==> src/rtl/mips_cpu_muldiv.sv <==
// Iterative multiply/divide unit owning the MIPS HI/LO pair.
// One bit per cycle: shift-add multiply, restoring divide, sign fix-up on commit.
module mips_cpu_muldiv #(
    parameter int unsigned WIDTH = 32
) (
    input  logic             clk,
    input  logic             reset,
    input  logic             start,
    input  logic [2:0]       op,
    input  logic [WIDTH-1:0] a,
    input  logic [WIDTH-1:0] b,
    output logic             busy,
    output logic             done,
    output logic             div_zero,
    output logic [WIDTH-1:0] hi,
    output logic [WIDTH-1:0] lo
);

    localparam int unsigned CW = $clog2(WIDTH + 1);

    typedef enum logic [1:0] {
        IDLE,
        RUN,
        FINISH
    } state_t;

    state_t state, state_next;

    logic [CW-1:0]    cnt;
    logic [WIDTH-1:0] p_hi;     // partial product high half / remainder
    logic [WIDTH-1:0] p_lo;     // multiplier being consumed / quotient being built
    logic [WIDTH-1:0] opnd;     // multiplicand or divisor magnitude
    logic             is_div;
    logic             neg_res;
    logic             neg_rem;
    logic             dz;

    logic             accept_md;
    logic             is_signed;
    logic             a_neg;
    logic             b_neg;
    logic [WIDTH-1:0] a_mag;
    logic [WIDTH-1:0] b_mag;
    logic [WIDTH:0]   add_sum;
    logic [WIDTH:0]   trial;
    logic [2*WIDTH-1:0] prod_fix;
    logic [WIDTH-1:0] quo_fix;
    logic [WIDTH-1:0] rem_fix;

    assign accept_md = start && (op[2] == 1'b0);
    assign is_signed = (op[0] == 1'b0);
    assign a_neg     = is_signed && a[WIDTH-1];
    assign b_neg     = is_signed && b[WIDTH-1];
    assign a_mag     = a_neg ? (~a + 1'b1) : a;
    assign b_mag     = b_neg ? (~b + 1'b1) : b;

    assign add_sum  = {1'b0, p_hi} + {1'b0, (p_lo[0] ? opnd : {WIDTH{1'b0}})};
    // Remainder is always below the divisor, so the W+1-bit trial's MSB is a clean borrow.
    assign trial    = {p_hi, p_lo[WIDTH-1]} - {1'b0, opnd};
    assign prod_fix = neg_res ? (~{p_hi, p_lo} + 1'b1) : {p_hi, p_lo};
    assign quo_fix  = neg_res ? (~p_lo + 1'b1) : p_lo;
    assign rem_fix  = neg_rem ? (~p_hi + 1'b1) : p_hi;

    always_ff @(posedge clk) begin
        if (reset) state <= IDLE;
        else       state <= state_next;
    end

    always_comb begin
        state_next = state;
        case (state)
            IDLE:    if (accept_md) state_next = RUN;
            RUN:     if (cnt == CW'(1)) state_next = FINISH;
            FINISH:  state_next = IDLE;
            default: state_next = IDLE;
        endcase
    end

    always_ff @(posedge clk) begin
        if (reset) begin
            hi       <= '0;
            lo       <= '0;
            busy     <= 1'b0;
            done     <= 1'b0;
            div_zero <= 1'b0;
            cnt      <= '0;
            p_hi     <= '0;
            p_lo     <= '0;
            opnd     <= '0;
            is_div   <= 1'b0;
            neg_res  <= 1'b0;
            neg_rem  <= 1'b0;
            dz       <= 1'b0;
        end else begin
            done     <= 1'b0;
            div_zero <= 1'b0;
            case (state)
                IDLE: begin
                    if (accept_md) begin
                        busy    <= 1'b1;
                        cnt     <= CW'(WIDTH);
                        is_div  <= op[1];
                        neg_res <= a_neg ^ b_neg;
                        neg_rem <= a_neg;
                        dz      <= op[1] && (b == '0);
                        p_hi    <= '0;
                        opnd    <= op[1] ? b_mag : a_mag;
                        p_lo    <= op[1] ? a_mag : b_mag;
                    end else if (start && op == 3'b100) begin
                        hi <= a;
                    end else if (start && op == 3'b101) begin
                        lo <= a;
                    end
                end
                RUN: begin
                    cnt <= cnt - 1'b1;
                    if (is_div) begin
                        if (trial[WIDTH]) begin
                            p_hi <= {p_hi[WIDTH-2:0], p_lo[WIDTH-1]};
                            p_lo <= {p_lo[WIDTH-2:0], 1'b0};
                        end else begin
                            p_hi <= trial[WIDTH-1:0];
                            p_lo <= {p_lo[WIDTH-2:0], 1'b1};
                        end
                    end else begin
                        p_hi <= add_sum[WIDTH:1];
                        p_lo <= {add_sum[0], p_lo[WIDTH-1:1]};
                    end
                end
                FINISH: begin
                    busy     <= 1'b0;
                    done     <= 1'b1;
                    div_zero <= dz;
                    if (!is_div) begin
                        {hi, lo} <= prod_fix;
                    end else if (!dz) begin
                        hi <= rem_fix;
                        lo <= quo_fix;
                    end
                end
                default: busy <= 1'b0;
            endcase
        end
    end

endmodule

==> config.mk <==
export PLATFORM = sky130hd
export DESIGN_NAME = mips_cpu_muldiv
export DESIGN_NICKNAME = d
export VERILOG_FILES = /design/src/rtl/mips_cpu_muldiv.sv
export SDC_FILE = /design/constraint.sdc
export NUM_CORES = 1
export LEC_CHECK = 0
export CAP_MARGIN = 0
export CORE_MARGIN = 2
export CORE_UTILIZATION = 41
export DETAILED_ROUTE_END_ITERATION = 8
export GPL_ROUTABILITY_DRIVEN = 0
export GPL_TIMING_DRIVEN = 0
export SETUP_SLACK_MARGIN = 0.15
export SYNTH_ARGS = -nofsm -noshare
export SYNTH_HDL_FRONTEND = slang
export SYNTH_SLANG_ARGS = --single-unit
==> constraint.sdc <==
create_clock -name clk -period 3.6 [get_ports clk]
set_input_delay 0.9 -clock clk [delete_from_list [all_inputs] [get_ports clk]]
set_output_delay 0.9 -clock clk [all_outputs]
set_load 0.02 [all_outputs]
==> results.md <==
- The worst hold endpoint is opnd[3]$_SDFFE_PP0P_.
- Yosys attributes the largest share of cell area to sky130_fd_sc_hd__dfxtp_1, sky130_fd_sc_hd__a21oi_1, sky130_fd_sc_hd__nor2_1.
- The distinct cell type count of the synthesized netlist is 87.
- The relative slew slack is 0.00224.
- The boundary pin count is 137.
- Data on the critical path is required at its endpoint by 3990 ps.
- The DRC marker count from the first detailed-route iteration is 2110.
- In the final layout, the share of cells above drive strength 1 is 0.0725.
- The CTS tree is done.
- The cell type with the largest total area after synthesis is sky130_fd_sc_hd__dfxtp_1.
- The time the final worst path needs with I/O delays and setup is 3480 ps.
- Buffers inserted during clock tree synthesis total 17.
- The number of buffers and inverters on the critical path is 1.
- The number of vias per cell after detailed routing is 6.33.
- The number of flops mapped to enable cells by yosys is 0.
- The achievable frequency is 288 MHz.
- The design draws 5.95 mW.
- The most critical setup path has its startpoint at a[14].
- The startpoint identified for the worst hold timing path is opnd[3]$_SDFFE_PP0P_.
- The checks that failed: max-capacitance violations.
- The number of antenna violations at the first check in global routing is 3.
- Setup repair after global routing could not meet its margin everywhere.
- The final routed wire length divided by cell count is 24.4 um.
- The max-slew violation count is 0.
- The average instance area after synthesis is 7.26 um2.
- The most frequently used flop master after synthesis is sky130_fd_sc_hd__dfxtp_1.
- The final critical-path share of the clock period is 0.966.
- STA classifies the critical path startpoint as an input port.
- The count of endpoints failing hold in the final timing report is 0.
- The source-to-sink clock delay at the later pin of the worst-skew pair is 460 ps.
- The number of global-route vias before repair is 15500.
- The number of synthesized register bits is 175.
- The total routed wirelength is 65400 um.
- The cell count of the worst reg-to-reg path is 15.
- The total stage count of the critical path is 10.
- The site row count is 69.
- The most used standard cell by instance count after synthesis is sky130_fd_sc_hd__nor2_1.
- Of the synthesized area, sequential elements account for 0.237.
- The number of DRC violations after detailed routing is 0.
- Once layout is complete, the utilization of the core stands at 0.502.
- The first global-routing pass estimated 96700 um of wire.
- From left edge to right edge, the die measures 194 um.
- The mapped netlist covers 14800 um2.
- Counting flops with an async set or reset pin after synthesis yields a share of 0.
- The largest delay contributor family on the critical path is simple AND/OR/NAND/NOR gates.
- The net count of the finished layout is 2351.
- The leakage power figure is 6.71 nW.
- The number of detailed-route iterations in the first pass is 6.
- The clock sink count is 175.
- Measured along the y axis, the die boundary spans 194 um.
- Summing all multi-input logic gate instances after layout gives 10800 um2.
- The top cell type's share of synthesized area is 0.237.
- Counting every instance in the synthesized netlist gives 2039.
- The min-delay analysis places its worst path in the category reg2reg.
- The half-perimeter wire length after detailed placement is 52000 um.
- In the global route stage, overall resource usage came out at 0.334.
- During synthesis, Yosys emitted a total of 0 warnings.
- The cell sitting at the root of the clock tree is a sky130_fd_sc_hd__clkbuf_16.
- The sequential cell area in the final layout is 3520 um2.
- The areal power density over the cells is 333 nW/um2.
- The worst register-to-register path begins at p_lo[0]$_SDFFE_PP0P_.
- After floorplanning, the core was sized to cover 35600 um2.
- The worst setup path is of the in2reg kind.
- The cell depth of the worst hold path is 2.
- The area overhead of the layout relative to synthesis is 20.7%.
- The die footprint is 37600 um2.
- For this design, the CTS-stage hold fixing added 0 buffers.
- Counting the fill cells in the layout gives 3554.
- The number of buffer cells added on primary ports is 134.
- The depth of the CTS H-tree is 4.
- The number of nets in the synthesized netlist is 2181.
- The maximum clock path buffer count is 2.
- After synthesis, the most frequently instantiated cells are sky130_fd_sc_hd__nor2_1, sky130_fd_sc_hd__a21oi_1, sky130_fd_sc_hd__nand2_1, sky130_fd_sc_hd__dfxtp_1, sky130_fd_sc_hd__o21ai_0.
- The number of setup violations in the final report is 0.
- The worst reg2reg path endpoint is p_hi[26]$_SDFFE_PP0P_.
- The delay of the slowest critical-path stage is 640 ps.
- Across all layers, the routed design uses 17000 vias.
- The critical path endpoint category is a flop.
- Along the worst path, the maximum fanout reaches 7.
- The slew at the pin closest to its max-slew limit is 1490 ps.
- The count of nets left with antenna violations once routing finished came out at 0.
- The final antenna diode count is 0.
- The setup slack on the worst flop-to-flop path is 200 ps.
- Clock-pin slew was measured on the worst setup and hold paths at 80 ps.
- The flow ran to the end, but the final reports show violations.
- The arrival time reported for the critical path endpoint is 3860 ps.
- The initial core utilization is 0.416.
- On the critical path, the stage with the largest delay is an instance of sky130_fd_sc_hd__clkdlybuf4s50_1.
- The total overflow reported by the global router is 0.
- IR analysis of the VDD net gives a maximum drop of 0.358 mV.
- The setup TNS is 0 ps.
- Entering global routing, the biggest net connects 18 pins.
- The tool flagged a number of max-cap violations equal to 1.
- Across the routed clock network, the largest skew measured is 13.3 ps.
- The signal on the critical path passes through clkdlybuf4s50_1 -> or4_1 -> nor4_4 -> nand3b_1 -> nor3_1 -> nor3b_2 -> o21ai_0 -> mux2i_1 -> a21oi_1 -> nor2_1.
## layout by cell type, fill, tap and decap left out, types with 48 or more instances in the layout
cell type                           n
sky130_fd_sc_hd__a211oi_1          71
sky130_fd_sc_hd__a21oi_1          203
sky130_fd_sc_hd__clkbuf_1          98
sky130_fd_sc_hd__clkdlybuf4s50_1  123
sky130_fd_sc_hd__dfxtp_1          162
sky130_fd_sc_hd__ha_1              67
sky130_fd_sc_hd__inv_1             64
sky130_fd_sc_hd__mux2i_1           56
sky130_fd_sc_hd__nand2_1          202
sky130_fd_sc_hd__nand3_1           48
sky130_fd_sc_hd__nor2_1           243
sky130_fd_sc_hd__o21ai_0          115
sky130_fd_sc_hd__xnor2_1           92
sky130_fd_sc_hd__xor2_1            64
## power breakdown
group	switching [mW]	internal, mW	leakage [nW]
Clock	0.930	1.02	0.289
Sequential	0.101	2.02	1.43
Combinational	1.20	0.678	4.99
Total	2.23	3.71	6.71
## per-layer routing
layer / track usage / part of all wire
met4: 0.152 / 0.047
met5: 0 / 0.00021
met3: 0.0689 / 0.11
met1: 0.461 / 0.42
met2: 0.500 / 0.42
## sequential cells by signal (all words and copies together) (netlist names), 2 cells and up
signal  flops
hi         32
lo         32
opnd       32
p_hi       32
p_lo       32
cnt         6
state       2
## final cells by class
type / count / area share
Inverter: 65 / 0.0139
Multi-Input combinational cell: 1660 / 0.606
Buffer: 139 / 0.0342
Tap cell: 461 / 0.0323
Sequential cell: 175 / 0.197
Timing Repair Buffer: 151 / 0.0840
Clock inverter: 13 / 0.00777
Clock buffer: 19 / 0.0254
## per-stage QoR
step,area [um2],hold WS [ps],setup WS [ps],std cells
after floorplan,14800,432,298,2039
after global placement,16700,442,-999,2634
after detailed placement,16700,449,-981,2634
after CTS,17500,457,144,2671
after global routing,17900,471,36.4,2683
final,17900,452,123,2683
## cell families after synthesis
group | after synthesis | share of synthesized area
muxes | 58 | 0.0394
AOI/OAI and AO/OA | 669 | 0.292
DFF | 175 | 0.237
xor gates and xnor gates | 158 | 0.0935
buffers and inverters | 204 | 0.0549
adders and majority gates | 72 | 0.0619
and+or+nand+nor | 703 | 0.221
## worst min-delay path, delay by kind of cell (launching register included)
| kind | cells | cell delay [ps] |
|---|---|---|
| AOI/OAI and AO/OA | 1 | 50 |
| DFF | 1 | 310 |
| and+or+nand+nor | 1 | 50 |
## what timing repair did
item / 4_1_cts / 5_1_grt
gates cloned: 0 / 0
pin swaps: 3 / 15
resized for setup: 32 / 88
setup buffers: 5 / 12
setup endpoints to repair: 106 / 85
## worst max-delay path by stage
stage | to | slack (ps)
3_3_place_gp | p_hi[30]$_SDFFE_PP0P_ | -1000
5_1_grt | p_lo[31]$_SDFFE_PP0P_ | 40
4_1_cts | p_hi[30]$_SDFFE_PP0P_ | 140
3_5_place_dp | p_hi[30]$_SDFFE_PP0P_ | -980
6_report | p_lo[31]$_SDFFE_PP0P_ | 120
2_1_floorplan | p_hi[26]$_SDFFE_PP0P_ | 300
No activity file was read; power rests on OpenSTA's default activity.
